## config.mk

```make
export PLATFORM = sky130hd
export DESIGN_NAME = fetch_queue
export DESIGN_NICKNAME = d
export VERILOG_FILES = /design/src/rtl/fetch_queue.sv
export SDC_FILE = /design/constraint.sdc
export NUM_CORES = 1
export LEC_CHECK = 0
export ABC_CLOCK_PERIOD_IN_PS = 5570
export CAP_MARGIN = 20
export CORE_MARGIN = 5
export CORE_UTILIZATION = 55
export DETAILED_ROUTE_END_ITERATION = 7
export GPL_TIMING_DRIVEN = 0
export PLACE_DENSITY = 0.88
export RECOVER_POWER = 50
export REMOVE_ABC_BUFFERS = 1
export SLEW_MARGIN = 20
export SYNTH_ARGS = -nofsm -noshare
export SYNTH_HDL_FRONTEND = slang
export SYNTH_SLANG_ARGS = --single-unit
```

## constraint.sdc

```tcl
create_clock -name clk -period 5.57 [get_ports clk]
set_clock_uncertainty 0.15 [all_clocks]
set_input_delay 0.557 -clock clk [delete_from_list [all_inputs] [get_ports clk]]
set_output_delay 0.557 -clock clk [all_outputs]
set_load 0.01 [all_outputs]
```

## src/rtl/fetch_queue.sv

```systemverilog
// Instruction fetch queue: circular buffer of fetched words plus
// branch-prediction metadata, presented oldest-first to the decoder.
module fetch_queue #(
  parameter int unsigned DEPTH      = 4,
  parameter int unsigned ADDR_WIDTH = 32
) (
  input  logic                    clk,
  input  logic                    rst_n,
  input  logic                    i_valid,
  output logic                    o_ready,
  input  logic [31:0]             i_instr,
  input  logic [ADDR_WIDTH-1:0]   i_pc,
  input  logic                    i_guesses_branch,
  input  logic [ADDR_WIDTH-1:0]   i_prediction,
  input  logic                    i_flush,
  output logic                    o_valid,
  input  logic                    i_dec_ready,
  output logic [31:0]             o_instr,
  output logic [ADDR_WIDTH-1:0]   o_pc,
  output logic                    o_guesses_branch,
  output logic [ADDR_WIDTH-1:0]   o_prediction,
  output logic [$clog2(DEPTH):0]  o_count
);

  localparam int unsigned PW = $clog2(DEPTH);
  localparam int unsigned CW = PW + 1;

  typedef struct packed {
    logic [31:0]           instr;
    logic [ADDR_WIDTH-1:0] pc;
    logic                  guess;
    logic [ADDR_WIDTH-1:0] pred;
  } entry_t;

  entry_t        mem_q [DEPTH];
  entry_t        head_e;
  entry_t        out_e;
  logic [PW-1:0] head_q, head_d;
  logic [PW-1:0] tail_q, tail_d;
  logic [CW-1:0] count_q, count_d;
  logic          push;
  logic          pop;

  assign o_ready = (count_q != CW'(DEPTH));
  assign o_valid = (count_q != '0);

  // A flush swallows any handshake in the same cycle.
  assign push = i_valid & o_ready & ~i_flush;
  assign pop  = o_valid & i_dec_ready & ~i_flush;

  always_comb begin
    head_d  = head_q;
    tail_d  = tail_q;
    count_d = count_q;
    if (push) tail_d = tail_q + PW'(1);
    if (pop)  head_d = head_q + PW'(1);
    unique case (1'b1)
      i_flush: begin
        head_d  = '0;
        tail_d  = '0;
        count_d = '0;
      end
      push & ~pop: count_d = count_q + CW'(1);
      pop & ~push: count_d = count_q - CW'(1);
      default: ;
    endcase
  end

  always_ff @(posedge clk or negedge rst_n) begin
    if (!rst_n) begin
      head_q  <= '0;
      tail_q  <= '0;
      count_q <= '0;
    end else begin
      head_q  <= head_d;
      tail_q  <= tail_d;
      count_q <= count_d;
    end
  end

  always_ff @(posedge clk) begin
    if (push) begin
      mem_q[tail_q] <= '{
        instr: i_instr,
        pc:    i_pc,
        guess: i_guesses_branch,
        pred:  i_prediction
      };
    end
  end

  assign head_e = mem_q[head_q];
  // Empty head reads as opcode 0 so decode sees an invalid/NOP word.
  assign out_e  = o_valid ? head_e : '0;

  assign o_instr          = out_e.instr;
  assign o_pc             = out_e.pc;
  assign o_guesses_branch = out_e.guess;
  assign o_prediction     = out_e.pred;
  assign o_count          = count_q;

endmodule

```

; ---- Yosys cells after proc, flatten, opt, wreduce, memory -nomap -nowiden
; Memory sizes are Yosys's and may differ from the RTL's.
; Cells that the tools add are included.
[word_totals]
ff_bits = 7
ram_bits = 388
input_bits = 102
word_cells = 30
mem_count = 1
[memory_table]
columns = name, words, width, rd, rd_clocked_by_memory_dff, wr, line_no
row1 = mem_q, 4, 97, 1, 0, 1, 35  ; entry_t mem_q [DEPTH];
[classes]
addsub = 4
eq_ne = 1
n_mux = 8
n_bitwise = 9
n_reduce_logical = 4
[op_table]
columns = operator, count
row1 = two-way mux 97 bit, 1
row2 = case mux 3 bit (3 select lines), 1
row3 = two-way mux 2 bit, 4
row4 = AND 1 bit, 6
row5 = nonzero test 3 bit, 2
row6 = adder 2 x 1 -> 2 bit (second input constant), 2
row7 = nonzero test 2 bit, 2
row8 = adder 3 x 1 -> 3 bit (second input constant), 1
row9 = != test 3 bit (second input constant), 1
row10 = NOT 1 bit, 3
row11 = subtractor 3 x 1 -> 3 bit (second input constant), 1
row12 = two-way mux 1 bit, 2

; ---- Depth between registers and ports, before layout
[depth]
word_depth = 6
ltp_mapped = 12

; ---- Worst setup path after synthesis
; OpenSTA, ideal clock, no wires.
[synth_path]
path_type = register -> register
start = reg count_q[2], in the netlist o_count[2]
end = mem mem_q[0][0] in the netlist's numbering (enable)
setup_time_ps = 467
t_arrival_ps = 3285
t_required_ps = 4953
path_slack_ps = 1669
stages_incl_launch_ff = 5
path_buffers = 0
period_less_slack_ps = 3901
cell_sequence = dfrtp_1 -> or3b_2 -> nand2_1 -> nor2_1 -> and2_1
[synth_via]
elab_chain_cells = 5
[synth_lines]
columns = element, line_no
row1 = "start, declared", 40  ; logic [CW-1:0] count_q, count_d;
row2 = "start signal, assigned", 77  ; count_q <= count_d;
row3 = != test 3 bit, 44  ; assign o_ready = (count_q != CW'(DEPTH));
row4 = named net o_ready, 10  ; output logic o_ready,
row5 = AND 1 bit (2 in series), 48  ; assign push = i_valid & o_ready & ~i_flush;
row6 = two-way mux 1 bit, 82  ; if (push) begin
row7 = two-way mux 1 bit (implied by the code), 83  ; mem_q[tail_q] <= '{
row8 = "end, declared", 35
; The timed path passes the listed nets, and every way through them passes these cells.

; ---- Worst setup path after layout
[layout_path]
start = reg count_q[2], in the netlist o_count[2]
end = mem mem_q[1][50] in the netlist's numbering (enable)
[layout_via]
elab_chain_cells = 5
[layout_lines]
columns = element, line_no
row1 = != test 3 bit, 44
row2 = AND 1 bit (2 in series), 48
row3 = two-way mux 1 bit, 82
row4 = two-way mux 1 bit (implied by the code), 83
; Every way passes these cells.

==> flow_summary.yaml <==
status:
  status: "finished, violations left"
  violations: "capacitance limit, slew limit"
power_and_ir_drop:
  power_frac_clock_pct: 28.9
  ir_worst_vdd_mv: 0.515
  comb_power_share_pct: 29.8
  internal_power_mw: 6.36
  p_sw_mw: 2.27
  pwr-share-seq_pct: 41.3
  switching_share_pct: 26.3
  p_leak_nw: 6.07
  power_density_mw_per_mm2: 455
cts:
  cts_hold_buf: 0
  cts_tree: "done"
  clock_path_buffers: 3
  clock_latency_ns: 0.50
  cts_sinks: 395
  ctsResizeCount: 0
  postCtsSetupBuffers: 0
  clkSlewWorstSetupHoldPaths_ns: 0.06
  clockRootBuffer: "clkbuf_16"
  h-tree-depth: 2
  cts_buffers: 40
timing:
  worst_pin_slew_ns: 2.87
  slew_headroom_pct: -91.4
  fmax_mhz: 215
  finalSetupViolations: 0
  drv_slew: 103
  worst_slack_ns: 0.912
  hold_violations: 0
  finalCritPeriodShare_pct: 83.6
  hold_ws_ns: 0.245
  fin_crit_ns: 4.66
  grt_setup_unrepaired: "no"
  tns_ns: 0
route:
  vias_per_cell: 5.64
  drt_iter0_markers: 583
  wire_per_inst_um: 23.3
  vias: 7152
  dr.pass1.iters: 4
  wl_um: 29600
  drc: 0
  antenna_left: 0
flow_run:
  drv_cap: 3
worst_setup_path:
  crit_path_max_fanout: 43
  cp_data_required_time_ns: 5.47
  end_kind: "flop"
  r2r-end: "mem_q[1][50]"
  arrival_ns: 4.56
  r2r_cells: 5
  start_kind: "flop"
  critPathKind: "flop to flop"
  worstReg2RegStart: "o_count[2]"
  rrSetupSlack_ns: 0.91
floorplanning:
  initial_core_util_pct: 55.9
  core_sq_mm: 0.0270
  dieWidth_um: 176
  dieHeight_um: 176
  die-area_sq_mm: 0.0309
  rows: 60
  io_pins: 204
final_layout:
  utilization_pct: 70.2
  nets: 1004
  syn_to_final_growth_pct: 25.5
  drive_above_1_share_pct: 17.8
  fin_cells: 1268
  nFillCells: 1611
yosys:
  netlist_instances: 670
  avgSynthCellArea_sq_um: 22.6
  netlist_area_sq_mm: 0.0151
  yosysWarnings: 0
  synth_seq_cells: 395
  synth_cell_type_count: 26
  ys_seq_area_share_pct: 78.2
placed_design:
  hpwl_um: 18100
  routabilityCongestion: 0.679
  place_ws_ns: 1.99
  io_buffers: 203
  dpl.cell_count: 1193
global_routing:
  grt_first_pass_wirelength_um: 46700
  antenna_found_initial: 8
  grt.overflow.total: 0
  grtUsageTotal_pct: 19.6
  grt_max_degree: 71
  grt_pass1_vias: 8035
min_path:
  hold_path.class: "input port to async pin"
[how the worst max path moves through the flow]
stage                     depth (start not counted)                to       start
after detailed placement                          5       o_instr[30]   head_q[0]
after floorplan                                   2  o_guesses_branch   head_q[0]
final                                             5      mem_q[1][50]  o_count[2]
after global routing                              5      mem_q[1][50]  o_count[2]
after global placement                            3       o_instr[30]   head_q[0]
after CTS                                         5       o_instr[30]   head_q[0]
[metrics by stage]
stage	total power, mW	cell area, sq um
floorplan	4.82	14900
CTS	8.79	19000
finish	8.63	19000
global route	9.04	19000
detailed placement	6.26	17800
global placement	6.25	17400
[power by group through the flow]
stage	Clock, mW	Combinational [mW]	Sequential [mW]
3_5_place_dp	0	2.64	3.62
2_1_floorplan	0	1.14	3.68
6_report	2.50	2.57	3.56
3_3_place_gp	0	2.51	3.74
5_1_grt	2.70	2.75	3.59
4_1_cts	2.56	2.66	3.57
[per-layer routing]
| layer | GRT usage [%] | wire [um] | vias up | part of all wire, % |
|---|---|---|---|---|
| met5 | 0 | 34 | - | 0.12 |
| met4 | 4.55 | 518 | 6 | 1.8 |
| met3 | 4.63 | 1970 | 54 | 6.7 |
| met2 | 34.9 | 15600 | 249 | 53 |
| met1 | 24.7 | 11400 | 3659 | 39 |
| li1 | - | - | 3184 | - |
[worst max-delay path: stages, from the launching register on]
cell	delay (ns)
dfrtp_1	0.43
or3b_2	0.27
nand2_1	0.12
nor2_1	0.34
and2_0	0.83
clkbuf_1	2.00
[sequential cells by signal (all words and copies together), names as in the netlist]
name / flops
o_count: 3
mem_q: 388
tail_q: 2
head_q: 2
[synthesized netlist by cell type (all sizes together)]
| master | instances | area (sq um) |
|---|---|---|
| a211oi | 1 | 7.51 |
| a21o | 1 | 7.51 |
| a21oi | 2 | 10.0 |
| and2 | 102 | 638 |
| buf | 18 | 119 |
| clkbuf | 16 | 60.1 |
| dfrtp | 7 | 175 |
| edfxtp | 388 | 11700 |
| ha | 8 | 100 |
| inv | 4 | 15.0 |
| mux4 | 97 | 2180 |
| nand2 | 5 | 18.8 |
| nand2b | 1 | 6.26 |
| nand3 | 2 | 10.0 |
| nor2 | 5 | 18.8 |
| nor3 | 3 | 15.0 |
| o21ai | 1 | 5.00 |
| o31ai | 1 | 7.51 |
| or2 | 1 | 6.26 |
| or3 | 1 | 6.26 |
| or3b | 1 | 8.76 |
| xnor2 | 2 | 17.5 |
| xor2 | 3 | 26.3 |
[cell families (layout without fill, tap and decap cells)]
kind of cell	after synthesis	in the layout	synth area share [%]
AOI/OAI and AO/OA	6	6	0.248
xor gates and xnor gates	5	5	0.290
adders and majority gates	8	8	0.662
buffers and inverters	38	290	1.28
DFF	395	395	78.2
muxes	97	97	14.5
other	0	5	0
and+or+nand+nor	121	121	4.82
[area by class of cell]
class	instances	area, sq um	area share [%]
Timing Repair Buffer	216	2340	12.4
Antenna cell	5	12.5	0.0660
Tap cell	341	427	2.25
Multi-Input combinational cell	237	3100	16.3
Inverter	4	15.0	0.0792
Clock inverter	13	113	0.594
Clock buffer	57	1130	5.94
Sequential cell	395	11800	62.4
[cells in the final DEF (no fill, tap or decap), types with 5 or more instances in the layout]
cell,n
clkbuf_16,41
clkdlybuf4s50_1,102
clkinv_1,8
nor2_1,5
and2_1,98
dfrtp_1,5
diode_2,5
edfxtp_1,388
buf_16,9
nand2_1,5
ha_1,8
clkbuf_1,13
mux4_2,97
dlygate4sd3_1,101
No activity file was read; power rests on OpenSTA's default activity.
